<file path="src/rtl/gpio_axi_lite_slave_if.sv">
// gpio_axi_lite_slave_if: AXI-Lite bus bundle between the core master port and the GPIO responder.
interface gpio_axi_lite_slave_if #(parameter int ADDR_W = 8);
  logic [ADDR_W-1:0] awaddr;
  logic              awvalid;
  logic              awready;
  logic [31:0]       wdata;
  logic [3:0]        wstrb;
  logic              wvalid;
  logic              wready;
  logic [1:0]        bresp;
  logic              bvalid;
  logic              bready;
  logic [ADDR_W-1:0] araddr;
  logic              arvalid;
  logic              arready;
  logic [31:0]       rdata;
  logic [1:0]        rresp;
  logic              rvalid;
  logic              rready;
  modport master (
    output awaddr, awvalid, wdata, wstrb, wvalid, bready, araddr, arvalid, rready,
    input  awready, wready, bresp, bvalid, arready, rdata, rresp, rvalid
  );
  modport slave (
    input  awaddr, awvalid, wdata, wstrb, wvalid, bready, araddr, arvalid, rready,
    output awready, wready, bresp, bvalid, arready, rdata, rresp, rvalid
  );
endinterface

</file>
<file path="src/rtl/gpio_axi_lite_slave.sv">
// gpio_axi_lite_slave: AXI-Lite LED/button peripheral with debounced buttons and a maskable press interrupt.
module gpio_axi_lite_slave #(
  parameter int DEBOUNCE_CYCLES = 250000,
  parameter int ADDR_W          = 8
) (
  input  logic                       clk_i,
  input  logic                       reset_i,
  gpio_axi_lite_slave_if.slave       ax,
  output logic [7:0]                 led_o,
  input  logic [3:0]                 btn_i,
  output logic                       irq_o,
  input  logic                       eoi_i
);
  localparam int CW = $clog2(DEBOUNCE_CYCLES);
  logic              aw_q, w_q, awready_q, wready_q, arready_q, bvalid_q, rvalid_q, wstrb_q;
  logic [ADDR_W-1:0] awaddr_q;
  logic [7:0]        wdata_q, led_q;
  logic [1:0]        bresp_q, rresp_q;
  logic [31:0]       rdata_q;
  logic [3:0]        mask_q, status_q, sync1_q, sync_q, stable_q, stable_prev_q;
  logic [CW-1:0]     cnt_q [4];
  logic              aw_hs, w_hs, ar_hs, b_hs, r_hs, commit, we, w_ok, r_ok, wr;
  logic [ADDR_W-1:0] wa;
  logic [7:0]        wd;
  logic [1:0]        wsel, rsel;
  logic [31:0]       rd_val;
  logic [3:0]        w1c, status_d;
  assign aw_hs  = ax.awvalid & awready_q;
  assign w_hs   = ax.wvalid & wready_q;
  assign ar_hs  = ax.arvalid & arready_q;
  assign b_hs   = bvalid_q & ax.bready;
  assign r_hs   = rvalid_q & ax.rready;
  // The completing handshake is used directly so the commit lands on that same edge.
  assign wa     = aw_hs ? ax.awaddr : awaddr_q;
  assign wd     = w_hs ? 8'(ax.wdata) : wdata_q;
  assign we     = w_hs ? |(ax.wstrb & 4'b0001) : wstrb_q;
  assign commit = (aw_q | aw_hs) & (w_q | w_hs);
  assign w_ok   = (wa >> 4) == '0;
  assign wsel   = 2'(wa >> 2);
  assign wr     = commit & w_ok & we;
  assign r_ok   = (ax.araddr >> 4) == '0;
  assign rsel   = 2'(ax.araddr >> 2);
  assign rd_val = !r_ok ? 32'h0 : rsel == 2'd0 ? {24'h0, led_q} : rsel == 2'd1 ? {28'h0, stable_q} :
                  rsel == 2'd2 ? {28'h0, status_q} : {28'h0, mask_q};
  assign w1c      = (wr && wsel == 2'd2) ? wd[3:0] : 4'h0;
  assign status_d = (status_q & ~(w1c | {4{eoi_i}})) | (stable_q & ~stable_prev_q);
  assign ax.awready = awready_q;
  assign ax.wready  = wready_q;
  assign ax.arready = arready_q;
  assign ax.bvalid  = bvalid_q;
  assign ax.bresp   = bresp_q;
  assign ax.rvalid  = rvalid_q;
  assign ax.rdata   = rdata_q;
  assign ax.rresp   = rresp_q;
  assign led_o      = led_q;
  assign irq_o      = |(status_q & mask_q);
  always_ff @(posedge clk_i) begin
    if (reset_i) begin
      {aw_q, w_q, awready_q, wready_q, arready_q, bvalid_q, rvalid_q, wstrb_q} <= '0;
      awaddr_q      <= '0;
      wdata_q       <= '0;
      led_q         <= '0;
      bresp_q       <= '0;
      rresp_q       <= '0;
      rdata_q       <= '0;
      mask_q        <= '0;
      status_q      <= '0;
      sync1_q       <= '0;
      sync_q        <= '0;
      stable_q      <= '0;
      stable_prev_q <= '0;
      cnt_q         <= '{default: '0};
    end else begin
      awready_q <= aw_hs ? 1'b0 : (b_hs || (!aw_q && !bvalid_q)) ? 1'b1 : awready_q;
      wready_q  <= w_hs ? 1'b0 : (b_hs || (!w_q && !bvalid_q)) ? 1'b1 : wready_q;
      aw_q      <= commit ? 1'b0 : aw_hs ? 1'b1 : aw_q;
      w_q       <= commit ? 1'b0 : w_hs ? 1'b1 : w_q;
      awaddr_q  <= wa;
      wdata_q   <= wd;
      wstrb_q   <= we;
      bvalid_q  <= commit ? 1'b1 : b_hs ? 1'b0 : bvalid_q;
      bresp_q   <= commit ? (w_ok ? 2'b00 : 2'b10) : bresp_q;
      led_q     <= (wr && wsel == 2'd0) ? wd : led_q;
      mask_q    <= (wr && wsel == 2'd3) ? wd[3:0] : mask_q;
      status_q  <= status_d;
      arready_q <= ar_hs ? 1'b0 : (r_hs || !rvalid_q) ? 1'b1 : arready_q;
      rvalid_q  <= ar_hs ? 1'b1 : r_hs ? 1'b0 : rvalid_q;
      rdata_q   <= ar_hs ? rd_val : rdata_q;
      rresp_q   <= ar_hs ? (r_ok ? 2'b00 : 2'b10) : rresp_q;
      sync1_q       <= btn_i;
      sync_q        <= sync1_q;
      stable_prev_q <= stable_q;
      for (int i = 0; i < 4; i++) begin
        cnt_q[i]    <= (sync_q[i] != stable_q[i] && cnt_q[i] != CW'(DEBOUNCE_CYCLES - 1)) ? cnt_q[i] + 1'b1 : '0;
        stable_q[i] <= (sync_q[i] != stable_q[i] && cnt_q[i] == CW'(DEBOUNCE_CYCLES - 1)) ? sync_q[i] : stable_q[i];
      end
    end
  end
endmodule

</file>
<file path="src/flat_wrapper.sv">
// flat-port wrapper written by rule: the top's interface ports become plain ports
module gpio_axi_lite_slave_flat 
#(
  parameter int DEBOUNCE_CYCLES = 250000,
  parameter int ADDR_W          = 8
)
  (clk_i, reset_i, led_o, btn_i, irq_o, eoi_i, ax_awaddr, ax_awvalid, ax_wdata, ax_wstrb, ax_wvalid, ax_bready, ax_araddr, ax_arvalid, ax_rready, ax_awready, ax_wready, ax_bresp, ax_bvalid, ax_arready, ax_rdata, ax_rresp, ax_rvalid);
  gpio_axi_lite_slave_if #(.ADDR_W(ADDR_W)) ax_i ();
  input  logic clk_i;
  input  logic reset_i;
  output logic [7:0] led_o;
  input  logic [3:0] btn_i;
  output logic irq_o;
  input  logic eoi_i;
  input wire logic [$bits(ax_i.awaddr)-1:0] ax_awaddr;
  input wire logic [$bits(ax_i.awvalid)-1:0] ax_awvalid;
  input wire logic [$bits(ax_i.wdata)-1:0] ax_wdata;
  input wire logic [$bits(ax_i.wstrb)-1:0] ax_wstrb;
  input wire logic [$bits(ax_i.wvalid)-1:0] ax_wvalid;
  input wire logic [$bits(ax_i.bready)-1:0] ax_bready;
  input wire logic [$bits(ax_i.araddr)-1:0] ax_araddr;
  input wire logic [$bits(ax_i.arvalid)-1:0] ax_arvalid;
  input wire logic [$bits(ax_i.rready)-1:0] ax_rready;
  output wire logic [$bits(ax_i.awready)-1:0] ax_awready;
  output wire logic [$bits(ax_i.wready)-1:0] ax_wready;
  output wire logic [$bits(ax_i.bresp)-1:0] ax_bresp;
  output wire logic [$bits(ax_i.bvalid)-1:0] ax_bvalid;
  output wire logic [$bits(ax_i.arready)-1:0] ax_arready;
  output wire logic [$bits(ax_i.rdata)-1:0] ax_rdata;
  output wire logic [$bits(ax_i.rresp)-1:0] ax_rresp;
  output wire logic [$bits(ax_i.rvalid)-1:0] ax_rvalid;
  assign ax_i.awaddr = ax_awaddr;
  assign ax_i.awvalid = ax_awvalid;
  assign ax_i.wdata = ax_wdata;
  assign ax_i.wstrb = ax_wstrb;
  assign ax_i.wvalid = ax_wvalid;
  assign ax_i.bready = ax_bready;
  assign ax_i.araddr = ax_araddr;
  assign ax_i.arvalid = ax_arvalid;
  assign ax_i.rready = ax_rready;
  assign ax_awready = ax_i.awready;
  assign ax_wready = ax_i.wready;
  assign ax_bresp = ax_i.bresp;
  assign ax_bvalid = ax_i.bvalid;
  assign ax_arready = ax_i.arready;
  assign ax_rdata = ax_i.rdata;
  assign ax_rresp = ax_i.rresp;
  assign ax_rvalid = ax_i.rvalid;
  gpio_axi_lite_slave #(.DEBOUNCE_CYCLES(DEBOUNCE_CYCLES), .ADDR_W(ADDR_W)) u_core (.clk_i(clk_i), .reset_i(reset_i), .ax(ax_i), .led_o(led_o), .btn_i(btn_i), .irq_o(irq_o), .eoi_i(eoi_i));
endmodule
</file>
<file path="config.mk">
export PLATFORM = sky130hd
export DESIGN_NAME = gpio_axi_lite_slave_flat
export DESIGN_NICKNAME = d
export VERILOG_FILES = /design/src/rtl/gpio_axi_lite_slave_if.sv /design/src/rtl/gpio_axi_lite_slave.sv /design/src/flat_wrapper.sv
export SDC_FILE = /design/constraint.sdc
export NUM_CORES = 1
export LEC_CHECK = 0
export CAP_MARGIN = 20
export CORE_UTILIZATION = 47
export DETAILED_ROUTE_END_ITERATION = 7
export GPL_TIMING_DRIVEN = 0
export PLACE_DENSITY = 0.78
export SETUP_SLACK_MARGIN = 0.15
export SLEW_MARGIN = 20
export SYNTH_ARGS = -nofsm -noshare
export SYNTH_HDL_FRONTEND = slang
export SYNTH_SLANG_ARGS = --single-unit
export TNS_END_PERCENT = 30
</file>
<file path="constraint.sdc">
create_clock -name clk_i -period 1.75 [get_ports clk_i]
set_input_delay 0.35 -clock clk_i [delete_from_list [all_inputs] [get_ports clk_i]]
set_output_delay 0.35 -clock clk_i [all_outputs]
set_load 0.01 [all_outputs]
</file>
# Yosys cells after proc, flatten, opt, wreduce, memory -nomap -nowiden
# Cells that the tools add are included.
# op_classes
addsub	4
n_eq_ne	16
muxes	14
n_bitwise	21
n_reduce_logical	35
# ops
op	count
32-bit two-way mux	3
18-bit by 1-bit adder with 18-bit output, second input constant	4
18-bit equality test, second input constant	4
18-bit != test, second input constant	4
8-bit zero test	2
8-bit two-way mux	2
2-bit OR reduction	8
1-bit logical AND	13
4-bit AND	3
1-bit AND	8
4-bit two-way mux	2
4-bit inverter	2
4-bit OR	2
2-bit equality test, second input constant	3
1-bit two-way mux	5
1-bit zero test	4
2-bit zero test	2
2-bit two-way mux	2
1-bit != test	4
1-bit inverter	4
2-bit nonzero test	2
4-bit OR reduction	1
1-bit logical OR	3
2-bit by 1-bit equality test with 1-bit output, second input constant	1
1-bit OR	2
# word_totals
ff_bits	164
inputBits	64
out_inout_bits	50
wordCells	118

# Longest topological paths before layout
# Gate-level depths: netlist of run 1.
# logic_depth
depth_word	11
ltp_mapped	6
mapped_depth_nobuf	5

# Worst setup path after synthesis of run 1
# No wires, ideal clock.
# synth_path
path_kind	reg2reg
startpoint	reg u_core.cnt_q[36] in the netlist's numbering
endpoint	reg u_core.cnt_q[43] in the netlist's numbering
setup_ns	0.115
arrival_ns	1.766
required_time_ns	1.635
setup_slack_ns	-0.131
path_stages_with_launch	7
n_path_buf	1
path_cell_list	dfxtp_1 ha_1 nand3_1 or4_1 o21ai_2 buf_4 nor2_1
# synth_between
elab_chain_len	4
elab_cells_between_ends	5
cone_classes	1 x add/sub; 1 x eq/ne; 1 x bitwise; 2 x reduce/logical
# synth_rtl
element	line_no	rtl
start, declared	gpio_axi_lite_slave.sv:21	logic [CW-1:0] cnt_q [4];
start signal, assigned by index	gpio_axi_lite_slave.sv:94	cnt_q[i] <= (sync_q[i] != stable_q[i] && cnt_q[i] != CW'(DEBOUNCE_CYCLES - 1)) ? cnt_q[i] + 1'b1 : '0;
branches (longest 4 deep; another with 18-bit by 1-bit adder with 18-bit output)	--	
# Parallel ways; which one is timed is not known.
# A chain may end at the register's enable or synchronous reset.

# Final worst setup path of run 1
# layout_path
startpoint	reg u_core.cnt_q[18] in the netlist's numbering
endpoint	reg u_core.cnt_q[33] in the netlist's numbering
# Same word-level chain as after synthesis.

==> flow_summary.json, run 1 <==
{
  "die_w_um": 114,
  "yosysMostFrequentCell": "dfxtp_1",
  "postPlaceCellArea_mm2": 0.00695,
  "timing.final.ws_setup_ps": -48.5,
  "finalCriticalPeriod_ps": 1800,
  "dr.pass1.iters": 5,
  "crit_family": "simple AND/OR/NAND/NOR gates",
  "final_area_mm2": 0.00819,
  "yosys.cell_types.count": 54,
  "synth_top_area_share": 0.458,
  "clk_pin_slew_ps": 60,
  "grt_usage": 0.223,
  "async_flop_share": 0,
  "cts_buffers": 17,
  "place_hpwl_mm": 9.43,
  "timing.final.crit_share": 1.03,
  "r2r_slack_ps": -50,
  "worstPathArrival_ps": 2100,
  "start_util": 0.489,
  "worstSkewPairLatency_ps": 420,
  "htree_levels": 4,
  "synthTopCellsByArea": "dfxtp_1 46%, xnor2_1 5.9%, nor2_1 5.0%, buf_4 3.5%, nand2_1 3.3%",
  "die_area_mm2": 0.0131,
  "failed_checks": "negative setup slack",
  "outcome": "finished with violations",
  "drive_gt1_frac": 0.299,
  "critPathRequiredTime_ps": 2050,
  "hp-class": "input port to flop",
  "post_drt_via_cell_ratio": 5.36,
  "finClkSkew_ps": 7.12,
  "synth.ff_latch_count": 136,
  "antenna_cells": 0,
  "synth_edf_count": 0,
  "syn_to_final_growth_pct": 37.6,
  "cp-end-kind": "flop",
  "fmax_mhz": 556,
  "cp-start-kind": "flop",
  "slew_violations": 0,
  "synth_top_area_cell": "dfxtp_1",
  "slew_headroom": 0.492,
  "fin_nets": 854,
  "yosysWarningCount": 0,
  "grt_pass1_vias": 4993,
  "synth_top_flop_cell": "dfxtp_1",
  "routed_wl_mm": 15.2,
  "drtIter0Drc": 321,
  "antenna_left": 0,
  "grt_start_max_net_pins": 17,
  "combPwrFrac": 0.063,
  "grt_pass1_wl_mm": 23.0,
  "crit_fanout": 6,
  "die_y_um": 114,
  "vias": 5182,
  "leakage_uw": 0.00287,
  "slowest_stage": "or4_4",
  "p_per_area_mw_per_mm2": 855,
  "cts.sinks": 136,
  "ys_seq_area_frac": 0.458,
  "synthesis.area_mm2": 0.00595,
  "crit_buf_inv": 2,
  "critPathKind": "flop to flop",
  "worst_pin_slew_ps": 761,
  "hold_viol_final": 0,
  "io_pins": 114,
  "place.gp.congestion": 0.837,
  "power_uw": 7000,
  "coreArea_mm2": 0.0122,
  "cpPeakStageDelay_ps": 530,
  "io_buffers": 54,
  "holdBufCountCts": 0,
  "synthCells": 659,
  "rows": 40,
  "p_sw_frac": 0.238,
  "nFillCells": 909,
  "peakVddDrop_v": 0.000743,
  "rsz0062_at_grt": "yes",
  "ctsRootBufferMaster": "clkbuf_16",
  "p_seq_frac": 0.451,
  "wire_per_inst_um": 15.7,
  "synth_commonest_cells": "136 x dfxtp_1, 79 x nor2_1, 52 x nand2_1",
  "finalSetupViolations": 8,
  "syn_avg_cell_area_um2": 9.02,
  "antenna_found_initial": 0,
  "worstPathCellList": "ha_4 > nand3_4 > or4_4 > o21ai_4 > buf_4 > buf_6 > a21oi_2",
  "p_switching_uw": 1670,
  "cts_buffer_depth": 2,
  "drc": 0,
  "power_frac_clock": 0.486,
  "cts_tree": "built",
  "grt_overflow": 0,
  "p_int_uw": 5330,
  "maxCapViolCount": 0
}
## through the flow
step           TNS [ps]  worst slack, ps  hold WS [ps]  instances   util
5_1_grt           -1360            -88.5           398        967  0.673
4_1_cts            -175            -29.9           371        951  0.647
3_5_place_dp     -26930             -667           429        906  0.571
2_1_floorplan         0             44.1           414        684      -
6_report           -170            -48.5           374        967  0.673
3_3_place_gp     -22820             -618           426        906  0.571
## tightest hold or removal path, cell delays in order
cell,delay (ps)
dlygate4sd2_1,270
nand2_1,70
a21oi_1,50
## layer usage
metal  part of all wire  wire length (um)  vias to the layer above  GRT usage
li1                   -                 -                     2508          -
met1               0.41              6200                     2469      0.243
met2               0.52              7890                      173      0.412
met3              0.045               690                       32     0.0529
met4              0.027               407                        0     0.0961
met5                  0                 0                        -          0
## cell type report
cell class	instances	area, um^2	area share
Buffer	42	300	0.0367
Clock buffer	18	439	0.0537
Clock inverter	14	125	0.0153
Inverter	28	105	0.0128
Multi-Input combinational cell	478	3430	0.419
Sequential cell	136	2820	0.345
Tap cell	168	210	0.0257
Timing Repair Buffer	83	752	0.0919
## path summary, 6_finish.rpt
path,cells past startpoint,startpoint,end
setup / recovery,7,u_core.cnt_q[18]$_SDFF_PP0_,u_core.cnt_q[33]$_SDFF_PP0_
hold / removal,3,ax_awaddr[5],u_core.awaddr_q[5]$_SDFF_PP0_
setup reg to reg,7,u_core.cnt_q[18]$_SDFF_PP0_,u_core.cnt_q[33]$_SDFF_PP0_
hold reg to reg,1,u_core.sync1_q[2]$_SDFF_PP0_,u_core.sync_q[2]$_SDFF_PP0_
## what timing repair did
item                       CTS  global route
pin swaps                   34            26
setup endpoints to repair  115            94
cloned                       1             1
resized for setup          125            61
setup buffers               12            15
## power by group through the flow
| stage | Combinational, uW | Sequential (uW) | Clock [uW] |
|---|---|---|---|
| after floorplan | 243 | 3240 | 0 |
| after global placement | 393 | 3240 | 0 |
| after detailed placement | 402 | 3240 | 0 |
| after CTS | 413 | 3170 | 3400 |
| after global routing | 478 | 3160 | 3560 |
| final | 443 | 3160 | 3400 |
## layout by cell type, fill, tap and decap left out, drive strengths merged, types with 3 or more instances in the layout
cell type        n
clkbuf          28
dfxtp          136
nor4b            3
xnor2           40
nor4            19
mux2             6
o21ba            3
or3             14
clkinv          11
buf             62
or2              4
nand2           52
mux4             4
or4             17
and3             5
nand2b           8
mux2i           12
o31ai            7
conb            26
nand4           16
and2             3
a22o             4
nor3            17
o21a             3
ha               4
nand3           27
dlygate4sd2     29
nor2b           18
a21oi           36
a211oi           4
a32o             4
o21ai           18
xor2            11
nor2            79
clkdlybuf4s50   22
inv             30
## logic make-up (layout without fill, tap and decap cells)
| group | after synthesis | in the layout | share of synthesized area |
|---|---|---|---|
| AND/OR/NAND/NOR | 289 | 289 | 0.256 |
| flip-flops | 136 | 136 | 0.458 |
| AO/OA/AOI/OAI | 86 | 86 | 0.0932 |
| buffers and inverters | 70 | 185 | 0.0623 |
| XOR/XNOR | 51 | 51 | 0.0751 |
| other | 1 | 26 | 0.000631 |
| multiplexers | 22 | 22 | 0.0467 |
| adder cells (fa/ha/maj) | 4 | 4 | 0.00842 |
## registers in the layout (all words and copies together) (netlist names), 4 cells and up
register,flops
u_core.stable_prev_q,4
u_core.ax.rdata,8
u_core.stable_q,4
u_core.led_o,8
u_core.sync_q,4
u_core.wdata_q,8
u_core.cnt_q,72
u_core.awaddr_q,6
u_core.status_q,4
u_core.mask_q,4
u_core.sync1_q,4
(Power assumes the default switching activity.)
==> inputs of run 2 (changes only) <==
--- a/config.mk
+++ b/config.mk
@@ -5,6 +5,7 @@
 export SDC_FILE = /design/constraint.sdc
 export NUM_CORES = 1
 export LEC_CHECK = 0
+export ABC_CLOCK_PERIOD_IN_PS = 1750
 export CAP_MARGIN = 20
 export CORE_UTILIZATION = 47
 export DETAILED_ROUTE_END_ITERATION = 7
==> results of run 2 <==
No change in the layout: final DEF, timing and power equal those of run 1.
==> inputs of run 3 (changes only) <==
--- a/config.mk
+++ b/config.mk
@@ -10,10 +10,9 @@
 export CORE_UTILIZATION = 47
 export DETAILED_ROUTE_END_ITERATION = 7
 export GPL_TIMING_DRIVEN = 0
-export PLACE_DENSITY = 0.78
+export PLACE_DENSITY = 0.76
 export SETUP_SLACK_MARGIN = 0.15
 export SLEW_MARGIN = 20
 export SYNTH_ARGS = -nofsm -noshare
 export SYNTH_HDL_FRONTEND = slang
 export SYNTH_SLANG_ARGS = --single-unit
-export TNS_END_PERCENT = 30
==> run 3 against run 2 <==
  * The flow still finishes with violations (negative setup slack)
  * Fmax increased by 1.5%
  * Combinational power rose by 5.4%
  * Setup slack improved by 27 ps
  * Critical path type unchanged
  * Critical endpoint is now u_core.cnt_q[44]$_SDFF_PP0_
  * Largest power group unchanged
==> flow_summary.json, run 3 (synthesis results as in run 1) <==
{
  "wire_per_inst_um": 14.7,
  "cp-start-kind": "flop",
  "power_uw": 7120,
  "place_hpwl_mm": 9.23,
  "die_y_um": 114,
  "syn_to_final_growth_pct": 40.5,
  "finalSetupViolations": 6,
  "start_util": 0.489,
  "peakVddDrop_v": 0.000821,
  "finClkSkew_ps": 10.7,
  "r2r-end": "u_core.cnt_q[44]$_SDFF_PP0_",
  "fmax_mhz": 565,
  "p_per_area_mw_per_mm2": 852,
  "dr.pass1.iters": 4,
  "drive_gt1_frac": 0.319,
  "grt_pass1_vias": 5142,
  "slew_violations": 0,
  "rows": 40,
  "critPathKind": "flop to flop",
  "antenna_found_initial": 0,
  "timing.rr.start": "u_core.cnt_q[36]$_SDFF_PP0_",
  "drtIter0Drc": 297,
  "hold_viol_final": 0,
  "largest_register_ffs": 72,
  "p_sw_frac": 0.227,
  "ctsRootBufferMaster": "clkbuf_16",
  "place.gp.congestion": 0.858,
  "failed_checks": "negative setup slack",
  "cp-end-kind": "flop",
  "drc": 0,
  "grt_pass1_wl_mm": 23.7,
  "final_common_cell": "dfxtp_1",
  "timing.final.crit_share": 1.01,
  "reg2reg_depth": 6,
  "clk_pin_slew_ps": 60,
  "maxCapViolCount": 0,
  "cp-endpoint": "u_core.cnt_q[44]$_SDFF_PP0_",
  "io_buffers": 54,
  "htree_levels": 4,
  "crit_fanout": 7,
  "grt_usage": 0.230,
  "combPwrFrac": 0.066,
  "p_int_uw": 5500,
  "grt_overflow": 0,
  "coreArea_mm2": 0.0122,
  "r2r_slack_ps": -20,
  "cts_tree": "built",
  "worstSkewPairLatency_ps": 420,
  "whs_ps": 368,
  "critPathRequiredTime_ps": 2050,
  "outcome": "finished with violations",
  "vias": 5125,
  "worst_pin_slew_ps": 640,
  "nFillCells": 891,
  "power_frac_clock": 0.491,
  "worstPathArrival_ps": 2070,
  "die_area_mm2": 0.0131,
  "p_switching_uw": 1610,
  "final_cell_mix": "93 x dfxtp_1, 57 x nor2_1, 56 x buf_4, 48 x nand2_1, 40 x xnor2_1",
  "crit_path_start": "u_core.cnt_q[36]$_SDFF_PP0_",
  "io_pins": 114,
  "antenna_cells": 0,
  "finalCriticalPeriod_ps": 1770,
  "antenna_left": 0,
  "grt_start_max_net_pins": 17,
  "die_w_um": 114,
  "routed_wl_mm": 14.4,
  "timing.final.ws_setup_ps": -21.3,
  "p_seq_frac": 0.443,
  "cts.sinks": 136,
  "hp-class": "input port to flop",
  "leakage_uw": 0.00291,
  "post-place-ws_ps": -635,
  "post_drt_via_cell_ratio": 5.25,
  "cts_buffer_depth": 2,
  "fin_nets": 865,
  "slew_headroom": 0.573,
  "cts_buffers": 17,
  "rsz0062_at_grt": "yes",
  "regMostFlops": "u_core.cnt_q"
}
==> run 3: worst max-delay path, stage by stage (launching register included) <==
cell and delay [ps]:
dfxtp_4 360, ha_4 140, nand3_4 80, or4_4 520, o21ai_4 300, buf_6 200
nor2_4 40
==> run 3: final cells by class <==
cell class / count / area, um^2 / area share
buffer: 42 / 302 / 0.0361
multi-input combinational: 478 / 3480 / 0.417
timing repair buffer: 94 / 847 / 0.101
sequential: 136 / 2830 / 0.339
tap: 168 / 210 / 0.0251
inverter: 28 / 105 / 0.0126
clock inverter: 12 / 126 / 0.0151
clock buffer: 19 / 453 / 0.0542
==> run 3: worst min path at each step <==
stage	endpoint	slack, ps	depth (start not counted)	start
6_report	u_core.awaddr_q[7]$_SDFF_PP0_	370	3	ax_awaddr[7]
4_1_cts	u_core.awaddr_q[5]$_SDFF_PP0_	360	3	ax_awaddr[5]
2_1_floorplan	u_core.sync_q[0]$_SDFF_PP0_	410	1	u_core.sync1_q[0]$_SDFF_PP0_
5_1_grt	u_core.awaddr_q[5]$_SDFF_PP0_	390	3	ax_awaddr[5]
3_3_place_gp	u_core.cnt_q[18]$_SDFF_PP0_	420	1	u_core.cnt_q[18]$_SDFF_PP0_
3_5_place_dp	u_core.cnt_q[18]$_SDFF_PP0_	430	1	u_core.cnt_q[18]$_SDFF_PP0_
==> run 3: per-stage QoR <==
stage | TNS, ps | cell area, um^2 | utilization | instances
floorplan | 0 | 6270 | - | 684
global placement | -17450 | 7020 | 0.577 | 906
detailed placement | -22080 | 7020 | 0.577 | 906
CTS | -3.93 | 8090 | 0.665 | 963
global route | -901 | 8360 | 0.687 | 977
finish | -77.0 | 8360 | 0.687 | 977
==> run 3: what timing repair did <==
item	CTS	global route
resized for setup	136	55
pin swaps	33	13
gates cloned	2	0
hold endpoints to repair	0	0
setup endpoints to repair	112	93
buffers inserted	24	14
hold buffers	0	0
==> run 3: metal layers <==
metal	track usage	vias up	wire length, um	part of all wire
met4	0.0814	0	138	0.0096
met3	0.0598	16	635	0.044
met1	0.255	2455	5950	0.41
li1	-	2537	-	-
met2	0.422	117	7670	0.53
met5	0	-	0	0
==> run 3: power by group through the flow <==
stage               combinational, uW  clock (uW)  sequential [uW]
CTS                               454        3540             3160
detailed placement                410           0             3240
finish                            467        3500             3150
global placement                  401           0             3240
global route                      506        3720             3160
floorplan                         248           0             3240
